$ cat config.mk
export PLATFORM = sky130hd
export DESIGN_NAME = hazard_stall_ctrl_flat
export DESIGN_NICKNAME = d
export VERILOG_FILES = /design/src/rtl/hazard_stall_ctrl_pkg.sv /design/src/rtl/hazard_stall_ctrl_if.sv /design/src/rtl/hazard_stall_ctrl_hazard_detect.sv /design/src/rtl/hazard_stall_ctrl.sv /design/src/flat_wrapper.sv
export SDC_FILE = /design/constraint.sdc
export NUM_CORES = 1
export LEC_CHECK = 0
export BUFFER_PORTS_ARGS = -buffer_cell sky130_fd_sc_hd__buf_2
export CAP_MARGIN = 20
export CORE_MARGIN = 8
export CORE_UTILIZATION = 30
export CTS_BUF_LIST = sky130_fd_sc_hd__clkbuf_8
export DETAILED_ROUTE_END_ITERATION = 8
export SLEW_MARGIN = 10
export SYNTH_ARGS = -nofsm -noshare
export SYNTH_HDL_FRONTEND = slang
export SYNTH_SLANG_ARGS = --single-unit
$ cat constraint.sdc
create_clock -name clk -period 2.66 [get_ports clk]
set_clock_uncertainty 0.1 [all_clocks]
set_input_delay 0.399 -clock clk [delete_from_list [all_inputs] [get_ports clk]]
set_output_delay 0.399 -clock clk [all_outputs]
set_load 0.05 [all_outputs]
$ cat src/rtl/hazard_stall_ctrl_pkg.sv
// Shared opcode/funct constants and FSM state encoding for the pipeline interlock controller.
package hazard_stall_ctrl_pkg;

    localparam logic [5:0] OP_RTYPE = 6'h00;
    localparam logic [5:0] OP_BEQ   = 6'h04;
    localparam logic [5:0] OP_BNE   = 6'h05;
    localparam logic [3:0] FN_JR    = 4'h8;
    localparam logic [3:0] FN_JALR  = 4'h9;

    typedef enum logic [1:0] {
        ST_RUN    = 2'd0,
        ST_BUBBLE = 2'd1,
        ST_FREEZE = 2'd2
    } state_t;

    // A destination only conflicts when it names a real register ($0 is never written).
    function automatic logic reg_match(input logic [4:0] rd, input logic [4:0] rs,
                                       input logic [4:0] rt);
        return (rd != 5'd0) && ((rd == rs) || (rd == rt));
    endfunction

endpackage

$ cat src/rtl/hazard_stall_ctrl_if.sv
// Pipeline-side view of the interlock controller: ID/EX/MEM fields in, stage enables/flushes out.
interface hazard_stall_ctrl_if;

    logic [5:0] IfId_Opcode;
    logic [3:0] IfId_Funct4b;
    logic [4:0] IfIdRs;
    logic [4:0] IfIdRt;
    logic       IdEx_MemRead;
    logic       IdEx_RegWrite;
    logic [4:0] IdExRd;
    logic       ExMem_MemRead;
    logic [4:0] ExMemRd;
    logic       Branch_taken;
    logic       ICache_stall;
    logic       DCache_stall;
    logic       PC_en;
    logic       IfId_en;
    logic       IfId_flush;
    logic       IdEx_flush;
    logic       ExMem_en;
    logic       MemWb_en;
    logic [1:0] state_o;

    modport master (
        output IfId_Opcode, IfId_Funct4b, IfIdRs, IfIdRt, IdEx_MemRead, IdEx_RegWrite, IdExRd,
               ExMem_MemRead, ExMemRd, Branch_taken, ICache_stall, DCache_stall,
        input  PC_en, IfId_en, IfId_flush, IdEx_flush, ExMem_en, MemWb_en, state_o
    );

    modport slave (
        input  IfId_Opcode, IfId_Funct4b, IfIdRs, IfIdRt, IdEx_MemRead, IdEx_RegWrite, IdExRd,
               ExMem_MemRead, ExMemRd, Branch_taken, ICache_stall, DCache_stall,
        output PC_en, IfId_en, IfId_flush, IdEx_flush, ExMem_en, MemWb_en, state_o
    );

endinterface

$ cat src/rtl/hazard_stall_ctrl_hazard_detect.sv
// Combinational hazard depth for the instruction in ID: 0 = none, 1 or 2 bubbles needed.
module hazard_detect
    import hazard_stall_ctrl_pkg::*;
(
    input  logic [5:0] opcode,
    input  logic [3:0] funct4b,
    input  logic [4:0] rs,
    input  logic [4:0] rt,
    input  logic       ex_mem_read,
    input  logic       ex_reg_write,
    input  logic [4:0] ex_rd,
    input  logic       mem_mem_read,
    input  logic [4:0] mem_rd,
    output logic [1:0] depth
);

    logic is_branch;
    logic hit_ex;
    logic hit_mem;

    assign is_branch = (opcode == OP_BEQ) || (opcode == OP_BNE) ||
                       ((opcode == OP_RTYPE) && ((funct4b == FN_JR) || (funct4b == FN_JALR)));
    assign hit_ex    = reg_match(ex_rd, rs, rt);
    assign hit_mem   = reg_match(mem_rd, rs, rt);

    // Branches compare operands in ID, so they also wait on ALU results and MEM-stage loads.
    always_comb begin
        depth = 2'd0;
        if (is_branch) begin
            if (ex_mem_read && hit_ex)
                depth = 2'd2;
            else if (ex_reg_write && hit_ex)
                depth = 2'd1;
            else if (mem_mem_read && hit_mem)
                depth = 2'd1;
        end else if (ex_mem_read && hit_ex) begin
            depth = 2'd1;
        end
    end

endmodule

$ cat src/rtl/hazard_stall_ctrl.sv
// Pipeline interlock FSM: bubbles, cache-stall freeze and taken-branch flush for the 5-stage core.
// Optional build macro HAZARD_PERF_EN adds saturating bubble/freeze/flush performance counters.
module hazard_stall_ctrl
    import hazard_stall_ctrl_pkg::*;
#(
    parameter int CNT_W  = 2,
    parameter int PERF_W = 32
) (
    input  logic              clk,
    input  logic              rst_n,
    hazard_stall_ctrl_if.slave bus
`ifdef HAZARD_PERF_EN
    ,
    output logic [PERF_W-1:0] perf_bubbles,
    output logic [PERF_W-1:0] perf_freeze,
    output logic [PERF_W-1:0] perf_flush
`endif
);

    state_t           state, state_nxt;
    state_t           ret, ret_nxt;
    state_t           act;
    logic [CNT_W-1:0] cnt, cnt_nxt;
    logic [1:0]       depth;
    logic             stall;
    logic             pc_en, ifid_en, ifid_flush, idex_flush, exmem_en, memwb_en;

    hazard_detect u_detect (
        .opcode       (bus.IfId_Opcode),
        .funct4b      (bus.IfId_Funct4b),
        .rs           (bus.IfIdRs),
        .rt           (bus.IfIdRt),
        .ex_mem_read  (bus.IdEx_MemRead),
        .ex_reg_write (bus.IdEx_RegWrite),
        .ex_rd        (bus.IdExRd),
        .mem_mem_read (bus.ExMem_MemRead),
        .mem_rd       (bus.ExMemRd),
        .depth        (depth)
    );

    assign stall = bus.ICache_stall || bus.DCache_stall;

    always_ff @(posedge clk or negedge rst_n) begin
        if (!rst_n) begin
            state <= ST_RUN;
            ret   <= ST_RUN;
            cnt   <= '0;
        end else begin
            state <= state_nxt;
            ret   <= ret_nxt;
            cnt   <= cnt_nxt;
        end
    end

    // Once the stalls drop, FREEZE behaves as the saved state in that same cycle, so the
    // number of frozen cycles equals the number of stalled cycles and no bubble is lost.
    always_comb begin
        pc_en      = 1'b0;
        ifid_en    = 1'b0;
        ifid_flush = 1'b0;
        idex_flush = 1'b0;
        exmem_en   = 1'b0;
        memwb_en   = 1'b0;
        state_nxt  = state;
        ret_nxt    = ret;
        cnt_nxt    = cnt;
        act        = (state == ST_FREEZE) ? ret : state;
        if (!rst_n) begin
            state_nxt = ST_RUN;
        end else if (stall) begin
            state_nxt = ST_FREEZE;
            ret_nxt   = act;
        end else begin
            exmem_en = 1'b1;
            memwb_en = 1'b1;
            ret_nxt  = ST_RUN;
            case (act)
                ST_BUBBLE: begin
                    idex_flush = 1'b1;
                    cnt_nxt    = cnt - CNT_W'(1);
                    state_nxt  = (cnt == CNT_W'(1)) ? ST_RUN : ST_BUBBLE;
                end
                default: begin
                    if (depth == 2'd0) begin
                        pc_en      = 1'b1;
                        ifid_en    = 1'b1;
                        ifid_flush = bus.Branch_taken;
                        state_nxt  = ST_RUN;
                    end else begin
                        idex_flush = 1'b1;
                        if (depth > 2'd1) begin
                            state_nxt = ST_BUBBLE;
                            cnt_nxt   = CNT_W'(depth - 2'd1);
                        end else begin
                            state_nxt = ST_RUN;
                        end
                    end
                end
            endcase
        end
    end

    assign bus.PC_en      = pc_en;
    assign bus.IfId_en    = ifid_en;
    assign bus.IfId_flush = ifid_flush;
    assign bus.IdEx_flush = idex_flush;
    assign bus.ExMem_en   = exmem_en;
    assign bus.MemWb_en   = memwb_en;
    assign bus.state_o    = state;

`ifdef HAZARD_PERF_EN
    function automatic logic [PERF_W-1:0] sat_inc(input logic [PERF_W-1:0] v, input logic en);
        return (en && (v != {PERF_W{1'b1}})) ? v + PERF_W'(1) : v;
    endfunction

    always_ff @(posedge clk or negedge rst_n) begin
        if (!rst_n) begin
            perf_bubbles <= '0;
            perf_freeze  <= '0;
            perf_flush   <= '0;
        end else begin
            perf_bubbles <= sat_inc(perf_bubbles, idex_flush);
            perf_freeze  <= sat_inc(perf_freeze, stall);
            perf_flush   <= sat_inc(perf_flush, ifid_flush);
        end
    end
`endif

endmodule

$ cat src/flat_wrapper.sv
// flat-port wrapper written by rule: the top's interface ports become plain ports
module hazard_stall_ctrl_flat import hazard_stall_ctrl_pkg::*;
#(
    parameter int CNT_W  = 2,
    parameter int PERF_W = 32
)
  (clk, rst_n, bus_IfId_Opcode, bus_IfId_Funct4b, bus_IfIdRs, bus_IfIdRt, bus_IdEx_MemRead, bus_IdEx_RegWrite, bus_IdExRd, bus_ExMem_MemRead, bus_ExMemRd, bus_Branch_taken, bus_ICache_stall, bus_DCache_stall, bus_PC_en, bus_IfId_en, bus_IfId_flush, bus_IdEx_flush, bus_ExMem_en, bus_MemWb_en, bus_state_o);
  hazard_stall_ctrl_if bus_i ();
  input  logic clk;
  input  logic rst_n;
  input wire logic [$bits(bus_i.IfId_Opcode)-1:0] bus_IfId_Opcode;
  input wire logic [$bits(bus_i.IfId_Funct4b)-1:0] bus_IfId_Funct4b;
  input wire logic [$bits(bus_i.IfIdRs)-1:0] bus_IfIdRs;
  input wire logic [$bits(bus_i.IfIdRt)-1:0] bus_IfIdRt;
  input wire logic [$bits(bus_i.IdEx_MemRead)-1:0] bus_IdEx_MemRead;
  input wire logic [$bits(bus_i.IdEx_RegWrite)-1:0] bus_IdEx_RegWrite;
  input wire logic [$bits(bus_i.IdExRd)-1:0] bus_IdExRd;
  input wire logic [$bits(bus_i.ExMem_MemRead)-1:0] bus_ExMem_MemRead;
  input wire logic [$bits(bus_i.ExMemRd)-1:0] bus_ExMemRd;
  input wire logic [$bits(bus_i.Branch_taken)-1:0] bus_Branch_taken;
  input wire logic [$bits(bus_i.ICache_stall)-1:0] bus_ICache_stall;
  input wire logic [$bits(bus_i.DCache_stall)-1:0] bus_DCache_stall;
  output wire logic [$bits(bus_i.PC_en)-1:0] bus_PC_en;
  output wire logic [$bits(bus_i.IfId_en)-1:0] bus_IfId_en;
  output wire logic [$bits(bus_i.IfId_flush)-1:0] bus_IfId_flush;
  output wire logic [$bits(bus_i.IdEx_flush)-1:0] bus_IdEx_flush;
  output wire logic [$bits(bus_i.ExMem_en)-1:0] bus_ExMem_en;
  output wire logic [$bits(bus_i.MemWb_en)-1:0] bus_MemWb_en;
  output wire logic [$bits(bus_i.state_o)-1:0] bus_state_o;
  assign bus_i.IfId_Opcode = bus_IfId_Opcode;
  assign bus_i.IfId_Funct4b = bus_IfId_Funct4b;
  assign bus_i.IfIdRs = bus_IfIdRs;
  assign bus_i.IfIdRt = bus_IfIdRt;
  assign bus_i.IdEx_MemRead = bus_IdEx_MemRead;
  assign bus_i.IdEx_RegWrite = bus_IdEx_RegWrite;
  assign bus_i.IdExRd = bus_IdExRd;
  assign bus_i.ExMem_MemRead = bus_ExMem_MemRead;
  assign bus_i.ExMemRd = bus_ExMemRd;
  assign bus_i.Branch_taken = bus_Branch_taken;
  assign bus_i.ICache_stall = bus_ICache_stall;
  assign bus_i.DCache_stall = bus_DCache_stall;
  assign bus_PC_en = bus_i.PC_en;
  assign bus_IfId_en = bus_i.IfId_en;
  assign bus_IfId_flush = bus_i.IfId_flush;
  assign bus_IdEx_flush = bus_i.IdEx_flush;
  assign bus_ExMem_en = bus_i.ExMem_en;
  assign bus_MemWb_en = bus_i.MemWb_en;
  assign bus_state_o = bus_i.state_o;
  hazard_stall_ctrl #(.CNT_W(CNT_W), .PERF_W(PERF_W)) u_core (.clk(clk), .rst_n(rst_n), .bus(bus_i));
endmodule
# Yosys cells after proc, flatten, opt, wreduce, memory -nomap -nowiden
# Cells that the tools add are included.
[op_classes]
add_sub_neg = 2
mul = 0
div_mod_pow = 0
n_lt_le_gt_ge = 1
eq_ne = 12
shifts = 0
mux = 30
bitwise_logic = 1
reduce_logical = 18
[ops]
columns = ["cell", "count"]
rows = [
  ["2-bit 2-to-1 mux", 11],
  ["5-bit equality test", 4],
  ["1-bit 2-to-1 mux", 19],
  ["6-bit by 3-bit equality test with 1-bit output (second input constant)", 2],
  ["5-bit nonzero test", 2],
  ["4-bit equality test (second input constant)", 2],
  ["1-bit logical AND", 6],
  ["6-bit logical NOT", 1],
  ["1-bit logical OR", 6],
  ["2-bit by 1-bit equality test with 1-bit output (second input constant)", 2],
  ["4-bit AND reduction", 1],
  ["2-bit by 1-bit subtractor with 2-bit output (second input constant)", 2],
  ["2-bit equality test (second input constant)", 1],
  ["2-bit by 1-bit > comparator with 1-bit output (second input constant)", 1],
  ["2-bit logical NOT", 1],
  ["2-bit inequality test (second input constant)", 1],
  ["2-bit nonzero test", 1],
  ["1-bit NOT", 1],
]
[word_totals]
register_bits = 6
latch_bits = 0
ramBits = 0
romBits = 0
input_bits = 38
output_inout_bits = 8
elab_cells = 67
mem_count = 0

# Logic depth before layout (Yosys ltp)
# Gate-level depths: netlist (run 1).
[logic_depth]
ltp_word = 14
depth_mapped = 9
mapped_depth_nobuf = 9

# Cells and area by module
# From an unflattened synthesis (run 1), not the netlist that was laid out.
[unflattened]
hier_cells = 88
hier_area_um2 = 742.0
[modules_own_cells]
columns = ["mod", "instances", "cells_per_inst", "area_each_um2", "seq_area_each_um2"]
rows = [
  ["hazard_stall_ctrl", 1, 45, 406.6, 150.1],
  ["hazard_detect", 1, 43, 335.3, 0.0],
]

# Least setup slack after synthesis (run 1)
# No wires, ideal clock.
[synth_path]
path_type = "input -> output"
startpoint = "input bus_IdExRd[1]"
endpoint = "output bus_IfId_flush"
arrival_time_ps = 2724
required_ps = 2161
slack_ps = -563
cell_stages = 7
path_buffers = 0
path_cell_list = "or4_1 nor2_2 o32ai_1 a221oi_1 ha_1 and3_1 and2_1"
[synth_between]
elab_chain_len = 12
elab_cells_between_ends = 16
cone_classes = "eq/ne: 2; mux: 8; reduce/logical: 6"
[synth_lines]
columns = ["element", "line_no", "rtl"]
rows = [
  ["start, declared", "flat_wrapper.sv:17", "input wire logic [$bits(bus_i.IdExRd)-1:0] bus_IdExRd;"],
  ["5-bit equality test", "hazard_stall_ctrl_pkg.sv:19", "return (rd != 5'd0) && ((rd == rs) || (rd == rt));"],
  ["1-bit logical OR", "hazard_stall_ctrl_pkg.sv:19", ""],
  ["1-bit logical AND *", "hazard_stall_ctrl_pkg.sv:19", ""],
  ["1-bit logical AND", "hazard_stall_ctrl_hazard_detect.sv:32", "else if (ex_reg_write && hit_ex)"],
  ["1-bit 2-to-1 mux", "hazard_stall_ctrl_hazard_detect.sv:32", ""],
  ["2-bit 2-to-1 mux", "hazard_stall_ctrl_hazard_detect.sv:30", "if (ex_mem_read && hit_ex)"],
  ["2-bit 2-to-1 mux *", "hazard_stall_ctrl_hazard_detect.sv:29", "if (is_branch) begin"],
  ["2-bit logical NOT *", "hazard_stall_ctrl.sv:84", "if (depth == 2'd0) begin"],
  ["1-bit 2-to-1 mux *", "hazard_stall_ctrl.sv:84", ""],
  ["1-bit 2-to-1 mux *", "hazard_stall_ctrl.sv:77", "case (act)"],
  ["1-bit 2-to-1 mux *", "hazard_stall_ctrl.sv:70", "end else if (stall) begin"],
  ["1-bit 2-to-1 mux *", "hazard_stall_ctrl.sv:68", "if (!rst_n) begin"],
  ["end, declared", "flat_wrapper.sv:25", "output wire logic [$bits(bus_i.IfId_flush)-1:0] bus_IfId_flush;"],
]
# Every way passes the cells marked *; elsewhere a longest branch is shown, timed or not.

# Worst setup path in the final report (run 1)
[layout_path]
startpoint = "input bus_ExMemRd[4]"
endpoint = "output bus_IfId_flush"
[layout_between]
elab_chain_len = 13
elab_cells_between_ends = 15
cone_classes = "eq/ne: 2; mux: 8; reduce/logical: 5"
[layout_lines]
columns = ["element", "line_no", "rtl"]
rows = [
  ["start, declared", "flat_wrapper.sv:19", "input wire logic [$bits(bus_i.ExMemRd)-1:0] bus_ExMemRd;"],
  ["5-bit equality test", "hazard_stall_ctrl_pkg.sv:19", ""],
  ["1-bit logical OR", "hazard_stall_ctrl_pkg.sv:19", ""],
  ["1-bit logical AND *", "hazard_stall_ctrl_pkg.sv:19", ""],
  ["1-bit logical AND *", "hazard_stall_ctrl_hazard_detect.sv:34", "else if (mem_mem_read && hit_mem)"],
  ["1-bit 2-to-1 mux *", "hazard_stall_ctrl_hazard_detect.sv:34", ""],
  ["1-bit 2-to-1 mux *", "hazard_stall_ctrl_hazard_detect.sv:32", ""],
  ["2-bit 2-to-1 mux *", "hazard_stall_ctrl_hazard_detect.sv:30", ""],
  ["2-bit 2-to-1 mux *", "hazard_stall_ctrl_hazard_detect.sv:29", ""],
  ["2-bit logical NOT *", "hazard_stall_ctrl.sv:84", ""],
  ["1-bit 2-to-1 mux *", "hazard_stall_ctrl.sv:84", ""],
  ["1-bit 2-to-1 mux *", "hazard_stall_ctrl.sv:77", ""],
  ["1-bit 2-to-1 mux *", "hazard_stall_ctrl.sv:70", ""],
  ["1-bit 2-to-1 mux *", "hazard_stall_ctrl.sv:68", ""],
]
# Marks and branches as above.

==> results of run 1 <==
## sequential cells by signal, indices dropped and copies added, names as in the netlist
| register | count |
|---|---|
| u_core.ret | 2 |
| u_core.cnt | 2 |
| u_core.bus.state_o | 2 |
## placed cells by master, fill, tap and decap left out, drive strengths merged, types with 2 or more instances in the layout
cell type / instances
buf: 59
xnor2: 10
xor2: 10
inv: 6
dfrtp: 6
nor2: 5
o21ai: 5
nand3: 4
nand2: 4
nor4: 3
clkbuf: 3
or4: 3
o21a: 2
nor2b: 2
a211oi: 2
nor3: 2
nor4b: 2
and2: 2
a21oi: 2
ha: 2
## metrics by stage
| step | setup WS (ps) | cells | hold WS, ps | utilization, % | power (mW) |
|---|---|---|---|---|---|
| after floorplan | -104.0 | 86 | 3.409 | - | 0.1584 |
| after global placement | -248.7 | 169 | 143.9 | 48.07 | 0.2143 |
| after detailed placement | -275.6 | 169 | 142.3 | 48.07 | 0.2165 |
| after CTS | -113.4 | 175 | 398.3 | 53.89 | 0.3625 |
| after global routing | -167.4 | 175 | 421.0 | 55.18 | 0.3870 |
| final | -64.29 | 175 | 401.0 | 55.18 | 0.3637 |
## cell type report
class,count,area share [%]
clock buffer,3,3.350
inverter,6,1.827
multi-input combinational,72,48.63
sequential,6,12.18
tap,28,2.843
timing repair buffer,60,31.17
## metal layers
layer	up-vias	share of wire, %	GRT usage, %
li1	435	-	-
met1	378	38	11.93
met2	38	52	21.12
met3	4	7.9	3.952
met4	0	1.7	1.635
met5	-	0	0
## timing repair
item                                   CTS  global route
buffers inserted                         2             0
endpoints found under the hold margin    6             0
pin swaps                                8             6
cloned                                   0             0
hold buffers                             1             0
setup endpoints to repair                4             5
resized for setup                       14             6
## worst min-delay path by stage
stage | startpoint | endpoint | slack (ps) | cells past startpoint
2_1_floorplan | rst_n | u_core.bus.state_o[0] | 3 | 0
4_1_cts | u_core.ret[0] | u_core.ret[0] | 400 | 1
3_3_place_gp | rst_n | u_core.bus.state_o[0] | 140 | 1
5_1_grt | u_core.ret[0] | u_core.ret[0] | 420 | 1
3_5_place_dp | rst_n | u_core.bus.state_o[0] | 140 | 1
6_report | u_core.ret[0] | u_core.ret[0] | 400 | 1
## logic make-up after synthesis
kind of cell,count (synthesis),synth area share [%]
AO/OA/AOI/OAI,20,20.53
XOR/XNOR,20,24.56
adder cells (fa/ha/maj),2,3.508
buffers and inverters,8,5.262
flip-flops,6,21.05
AND/OR/NAND/NOR,30,25.09
## critical path, stage by stage
cell      delay, ps
buf_6            90
buf_4           130
xor2_1          240
nor3_2           70
a22oi_2         230
o32ai_2         120
a221oi_2        270
ha_2            220
and3_4          180
and2_4          140
buf_8           130
## power by group
| group | leakage (nW) | total [mW] | internal [mW] | switching [mW] |
|---|---|---|---|---|
| Combinational | 0.465 | 0.137 | 0.0662 | 0.0706 |
| Sequential | 0.0769 | 0.0942 | 0.0928 | 0.00137 |
| Clock | 0.0216 | 0.133 | 0.0969 | 0.0358 |
==> run summary, run 1 <==
outcome: finished, violations left
failing checks: setup timing
largest net degree at the start of global routing: 10
Syn Std Cell Area: 713.2 um^2
Fmax achieved: 367.1 MHz
vias in the first global route: 933
syn avg cell area: 8.293 um^2
max-cap violations: 0
DIE AREA: 4193 um^2
Synth Flop Type: dfrtp_1
clk sinks: 6
post-synth cell types: 34
post-synth top area share: 21.05%
Critical Path Source Type: input port
Final HPWL DP: 1.981 mm
Finished Cell Area: 1232 um^2
number of fillers in the final layout: 230
setup violators final: 4
core box area: 2233 um^2
Hold Path Class: register to register
Async S/R FF share, synth: 100.0%
Port Buffer Count: 44
nets: 189
GPL Wtd Cong: 0.7534
Reg2Reg Launch Point: u_core.bus.state_o[0]
CTS tree: done
syn_nets: 126
global route overflow: 0
Reg area: 150.1 um^2
period utilisation layout: 102.4%
Worst-path clk slew: 30 ps
die width: 64.76 um
setup ws final: -64.29 ps
Synth Register Bits: 6
initial antenna violation count: 0
H-tree levels: 1
Slew Limit Fails: 0
top cells by area, synth: dfrtp_1 21%, xnor2_1 12%, xor2_1 12%, ha_1 3.5%, inv_1 3.2%
CP startpoint: bus_ExMemRd[4]
RSZ-0062 raised after global routing: true
Tightest Pin Transition: 614.2 ps
internal reg-to-reg setup slack: 1020 ps
sequential element share of the synthesized area: 21.05%
Worst Reg-to-Reg Cells: 7
CTS buffer count: 3
Routed WL: 2.421 mm
Root Driver: clkbuf_8
Vias: 855
Max Root-Sink Buffers: 2
maximum VDD drop: 0.2699 mV
drt wl/cell: 13.83 um
Worst-Skew Late Latency: 220 ps
drt drc: 0
CP Capture Point: bus_IfId_flush
Initial DRT Pass Iterations: 4
Pwr Density: 295.1 nW/um^2
P_leak: 0.5631 nW
total negative slack: -186.7 ps
cell taking the most area after synthesis: dfrtp_1
Placed Area: 1074 um^2
Starting Density: 31.93%
Syn Inst Count: 86
Rows: 17
Max-slew headroom: 58.62%
Reg-to-Reg End: u_core.cnt[1]
antenna cell count: 0
io pins: 46
DR vias/cell: 4.886
Tot GR Track Use: 11.24%
Critical Path End Type: primary output
Synth top cells by count: 10 x xnor2_1, 10 x xor2_1, 6 x dfrtp_1, 6 x inv_1
Setup CP Type: input port to primary output
number of antenna-violating nets in the routed design: 0
share of cells above drive strength 1: 53.74%
EDFF count, synth: 0
fin crit period: 2724 ps
initial DRC count: 28
die height: 64.76 um
yosys warns: 0
area occupied by multi-input gates: 599.3 um^2
final hold vios: 0
worst path required time: 2160 ps
critical path peak fanout: 3
P&R area growth vs syn: 72.81%
WP data arrival: 2230 ps
first-pass GRT wire length: 3.926 mm
Power figures use the tool's default switching activity.
==> run 2, diff against run 1 <==
--- a/config.mk
+++ b/config.mk
@@ -15,3 +15,4 @@
 export SYNTH_ARGS = -nofsm -noshare
 export SYNTH_HDL_FRONTEND = slang
 export SYNTH_SLANG_ARGS = --single-unit
+export TNS_END_PERCENT = 30
==> run 2 against run 1 <==
Effect of this change: the run still ends with setup timing left; routed wire length down 5.7%; sequential share of layout area about the same; power about the same; critical path depth down 2; worst hold slack worse by 13 ps; register-to-register slack better by 40 ps; die area unchanged; sequential cell count unchanged; final cell count up 0.57%; setup slack worse by 29 ps; clock-buffer cell count unchanged; final area up 0.41%.
==> run summary, run 2 (synthesized netlist as in run 1, its figures left out) <==
outcome: finished, violations left
failing checks: setup timing
drt drc: 0 (unchanged)
period utilisation layout: 103.5% (+1.1 points)
crit-path max cell delay: 540 ps (+270 ps)
GPL Wtd Cong: 0.8053 (+6.9%)
Worst-Skew Late Latency: 220 ps (about the same)
WP data arrival: 2250 ps (+20 ps)
setup ws final: -93.78 ps (-29.50 ps)
DIE AREA: 4193 um^2 (unchanged)
setup violators final: 4 (unchanged)
Root Driver: clkbuf_8
hold slack: 387.6 ps (-13.49 ps)
critical path peak fanout: 4 (+1)
drt wl/cell: 12.97 um (-6.3%)
Setup CP Type: input port to primary output
die width: 64.76 um (unchanged)
most frequent cells in the layout: 39 x buf_2, 16 x buf_4, 10 x xnor2_1, 10 x xor2_1
Final HPWL DP: 1.969 mm (-0.59%)
P&R area growth vs syn: 73.51%
core box area: 2233 um^2 (unchanged)
worst path required time: 2160 ps (about the same)
nets: 190 (+0.53%)
Slew Limit Fails: 0 (unchanged)
internal reg-to-reg setup slack: 1060 ps (+40 ps)
first-pass GRT wire length: 3.643 mm (-7.2%)
initial antenna violation count: 0 (unchanged)
Hold Path Class: register to register
Pwr Density: 294.1 nW/um^2 (-0.34%)
die height: 64.76 um (unchanged)
Rows: 17 (unchanged)
CTS buffer count: 3 (unchanged)
Tot GR Track Use: 10.71% (-0.52 points)
number of antenna-violating nets in the routed design: 0 (unchanged)
initial DRC count: 10 (-64%)
RSZ-0062 raised after global routing: true
antenna cell count: 0 (unchanged)
H-tree levels: 1 (unchanged)
io pins: 46 (unchanged)
leading cell type in the layout, fill and taps excluded: buf_2
fin crit period: 2754 ps (+29.50 ps)
Finished Layout Cells: 176 (+0.57%)
crit path cell chain: buf_6, or4_4, nor2_4, o32ai_2, a221oi_2, ha_2, and3_4, and2_4, buf_8
Fmax achieved: 363.1 MHz (-1.1%)
Placed Cells: 171 (+1.2%)
Critical Path End Type: primary output
CTS tree: done
Starting Density: 31.93% (unchanged)
Vias: 852 (-0.35%)
Routed WL: 2.282 mm (-5.7%)
share of cells above drive strength 1: 53.38% (-0.36 points)
final hold vios: 0 (unchanged)
vias in the first global route: 903 (-3.2%)
Critical Path Source Type: input port
Max Root-Sink Buffers: 2 (unchanged)
DR vias/cell: 4.841 (-0.92%)
largest net degree at the start of global routing: 10 (unchanged)
Bufs and invs on worst path: 2 (-1)
CP max stage cell: or4_4
maximum VDD drop: 0.2558 mV (-5.2%)
max-cap violations: 0 (unchanged)
Port Buffer Count: 44 (unchanged)
Crit path max-delay family: simple AND/OR/NAND/NOR gates
Max-slew headroom: 62.01% (+3.4 points)
Worst-path clk slew: 30 ps (about the same)
Tightest Pin Transition: 563.8 ps (-50.40 ps)
P_leak: 0.5674 nW (+0.76%)
global route overflow: 0 (unchanged)
Initial DRT Pass Iterations: 2 (-2)
clk sinks: 6 (unchanged)
## run 2: final timing paths
| check | start | cells past startpoint | to |
|---|---|---|---|
| setup / recovery | bus_IdExRd[2] | 9 | bus_IfId_flush |
| min in group asynchronous | rst_n | 2 | u_core.bus.state_o[0] |
| hold / removal | u_core.ret[1] | 1 | u_core.ret[1] |
| setup reg to reg | u_core.bus.state_o[0] | 7 | u_core.cnt[1] |
| hold reg to reg | u_core.ret[1] | 1 | u_core.ret[1] |
| max in group asynchronous | rst_n | 2 | u_core.cnt[1] |
## run 2: repair_timing
item                                    4_1_cts  5_1_grt
hold buffers                                  1        0
endpoints found under the hold margin         6        0
gates resized for setup                      16        5
endpoints found under the setup margin        4        5
pin swaps                                     5        9
buffers inserted                              0        1
## run 2: final cells by class
| cell class | instances | area [um^2] |
|---|---|---|
| Inverter | 6 | 22.52 |
| Multi-Input combinational cell | 72 | 603.1 |
| Fill cell | 217 | 996.0 |
| Tap cell | 28 | 35.03 |
| Timing Repair Buffer | 61 | 385.4 |
| Sequential cell | 6 | 150.1 |
| Clock buffer | 3 | 41.29 |
## run 2: layer usage
layer | share of wire (%) | wire length, um | up-vias | global-route usage (%)
met1 | 42 | 958 | 375 | 11.55
met3 | 6.0 | 138 | 4 | 3.265
met2 | 51 | 1153 | 35 | 19.13
li1 | - | - | 438 | -
met4 | 1.4 | 31 | 0 | 4.087
met5 | 0 | 0 | - | 0
## run 2: stage by stage
stage               utilization (%)  total power [mW]  setup TNS, ps  instance area [um^2]  setup WS, ps
floorplan                         -            0.1567         -270.8                 729.5        -131.8
global placement              48.46            0.2151         -930.8                  1082        -281.6
detailed placement            48.46            0.2174          -1249                  1082        -353.0
CTS                           53.89            0.3634         -428.8                  1204        -119.8
global route                  55.41            0.3888         -760.1                  1237        -211.1
finish                        55.41            0.3640         -314.0                  1237        -93.78
## run 2: power by group
group / switching, mW / internal (mW)
logic: 0.0689 / 0.0674
clock network: 0.0367 / 0.0970
registers: 0.00114 / 0.0928
total: 0.107 / 0.257
==> run 3, diff against run 2 <==
--- a/config.mk
+++ b/config.mk
@@ -11,6 +11,7 @@
 export CORE_UTILIZATION = 30
 export CTS_BUF_LIST = sky130_fd_sc_hd__clkbuf_8
 export DETAILED_ROUTE_END_ITERATION = 8
+export REMOVE_ABC_BUFFERS = 1
 export SLEW_MARGIN = 10
 export SYNTH_ARGS = -nofsm -noshare
 export SYNTH_HDL_FRONTEND = slang
==> run 3 against run 2 <==
Effect of this change: utilization up 0.90 points; clock-buffer cell count unchanged; final area is 1.6% higher; critical path depth unchanged; register-to-register slack lost 140 ps; clock power is essentially flat; via count up 3.8%; sequential cell count unchanged; the flow still finishes with violations (setup timing).
==> run summary, run 3 (synthesized netlist as in run 1, its figures left out) <==
vias in the first global route: 1,046 (+16%)
Finished Cell Area: 1257 um^2 (+1.6%)
RSZ-0062 raised after global routing: true
Hold Path Class: register to register
Root Driver: clkbuf_8
Routed WL: 2.428 mm (+6.4%)
drt wl/cell: 13.80 um (+6.4%)
initial DRC count: 33 (+23)
Placed Area: 1066 um^2 (-1.5%)
CTS buffer count: 3 (unchanged)
Clk pwr share: 36.3% (-0.4 points)
crit path cell chain: buf_6, or4_4, o21ai_4, o32ai_2, a221oi_2, ha_2, and3_4, and2_4, buf_8
most frequent cells in the layout: 37 x buf_2, 16 x buf_4, 10 x xor2_1
die height: 64.76 um (unchanged)
Logic pwr share: 38.3% (+0.9 points)
Worst-Skew Late Latency: 220 ps (about the same)
DIE AREA: 4193 um^2 (unchanged)
io pins: 46 (unchanged)
DR vias/cell: 5.023 (+3.8%)
setup ws final: -109.9 ps (-16.10 ps)
Max Root-Sink Buffers: 2 (unchanged)
global route overflow: 0 (unchanged)
Critical Path Source Type: input port
Port Buffer Count: 44 (unchanged)
maximum VDD drop: 0.2227 mV (-13%)
Worst-path clk slew: 40 ps (about the same)
share of cells above drive strength 1: 54.05% (+0.68 points)
Initial DRT Pass Iterations: 4 (+2)
Finished Layout Cells: 176 (unchanged)
Vias: 884 (+3.8%)
Util after Layout: 56.30% (+0.90 points)
nets: 190 (unchanged)
first-pass GRT wire length: 4.071 mm (+12%)
Rows: 17 (unchanged)
max-cap violations: 0 (unchanged)
switch share: 29.69% (+0.37 points)
clk sinks: 6 (unchanged)
Setup CP Type: input port to primary output
Tot GR Track Use: 11.63% (+0.92 points)
Fmax achieved: 361.0 MHz (-0.58%)
final hold vios: 0 (unchanged)
drt drc: 0 (unchanged)
Critical Path End Type: primary output
Pwr Density: 294.5 nW/um^2 (+0.12%)
Int Power: 0.2604 mW (+1.2%)
worst path required time: 2160 ps (about the same)
WP data arrival: 2270 ps (+20 ps)
Starting Density: 31.93% (unchanged)
Final HPWL DP: 2.000 mm (+1.6%)
leading cell type in the layout, fill and taps excluded: buf_2
antenna cell count: 0 (unchanged)
Tightest Pin Transition: 602.9 ps (+39.08 ps)
number of antenna-violating nets in the routed design: 0 (unchanged)
GPL Wtd Cong: 0.7274 (-9.7%)
largest net degree at the start of global routing: 10 (unchanged)
crit-path max cell delay: 540 ps (about the same)
setup violators final: 4 (unchanged)
P_leak: 0.5794 nW (+2.1%)
H-tree levels: 1 (unchanged)
Slew Limit Fails: 0 (unchanged)
period utilisation layout: 104.1% (+0.61 points)
outcome: finished, violations left
Flop pwr share: 25.4% (-0.4 points)
Max-slew headroom: 59.38% (-2.6 points)
die width: 64.76 um (unchanged)
critical path peak fanout: 3 (-1)
Placed Cells: 171 (unchanged)
core box area: 2233 um^2 (unchanged)
failing checks: setup timing
switching power: 0.1100 mW (+3.0%)
pre-CTS setup slack: -402.2 ps (-49.20 ps)
fin crit period: 2770 ps (+16.10 ps)
number of fillers in the final layout: 208 (-4.1%)
CTS tree: done
hold slack: 388.5 ps (+0.9040 ps)
total negative slack: -372.8 ps (-58.86 ps)
Tot Pwr: 0.3703 mW (+1.7%)
initial antenna violation count: 0 (unchanged)
P&R area growth vs syn: 76.32%
CP max stage cell: or4_4
==> run 3: cell types whose count changed in the layout (fill, tap and decap cells not counted) <==
| cell | before | now |
|---|---|---|
| buf_2 | 39 | 37 |
| xnor2_2 | 0 | 1 |
| xnor2_1 | 10 | 9 |
| buf_6 | 4 | 6 |
==> run 3: cell type report <==
| class | count | area (um^2) | share of cell area (%) |
|---|---|---|---|
| flip-flops and latches | 6 | 150.1 | 11.94 |
| well taps | 28 | 35.03 | 2.786 |
| inverters | 6 | 22.52 | 1.791 |
| clock buffers | 3 | 41.29 | 3.284 |
| multi-input cells | 72 | 610.6 | 48.56 |
| repair buffers | 61 | 397.9 | 31.64 |
==> run 3: what timing repair did <==
item                                    in CTS  in global routing
resized for setup                           21                  7
endpoints found under the hold margin        6                  0
pin swaps                                    9                 11
hold buffers                                 1                  0
endpoints found under the setup margin       4                  5
setup buffers                                1                  0
==> run 3: worst max-delay path: cells and delay by family <==
kind                     cells  cell delay, ps
buffers and inverters        2             230
adder cells (fa/ha/maj)      1             230
AO/OA/AOI/OAI                3             560
AND/OR/NAND/NOR              3             860
==> run 3: layer usage <==
| layer | share of wire, % | routed length (um) | vias to the layer above | GRT usage [%] |
|---|---|---|---|---|
| met5 | 0 | 0 | - | 0 |
| met2 | 52 | 1258 | 38 | 21.99 |
| met1 | 37 | 902 | 402 | 11.08 |
| met4 | 1.6 | 40 | 0 | 4.087 |
| met3 | 9.3 | 227 | 4 | 4.639 |
| li1 | - | - | 440 | - |
==> run 3: final timing paths <==
| path | from | endpoint | slack [ps] | cells past startpoint |
|---|---|---|---|---|
| max | bus_ExMemRd[4] | bus_IfId_flush | -110 | 9 |
| min | u_core.ret[1] | u_core.ret[1] | 390 | 1 |
| max reg2reg | u_core.bus.state_o[0] | u_core.cnt[1] | 920 | 6 |
| min reg2reg | u_core.ret[1] | u_core.ret[1] | 390 | 1 |
| max in group asynchronous | rst_n | u_core.bus.state_o[1] | 1840 | 2 |
| min in group asynchronous | rst_n | u_core.cnt[0] | 450 | 2 |
==> run 3: power groups by stage <==
stage / logic (mW) / registers (mW) / clock network (mW)
after floorplan: 0.0549 / 0.0984 / 0
after global placement: 0.118 / 0.0950 / 0
after detailed placement: 0.122 / 0.0951 / 0
after CTS: 0.137 / 0.0940 / 0.138
after global routing: 0.154 / 0.0941 / 0.144
final: 0.142 / 0.0940 / 0.134
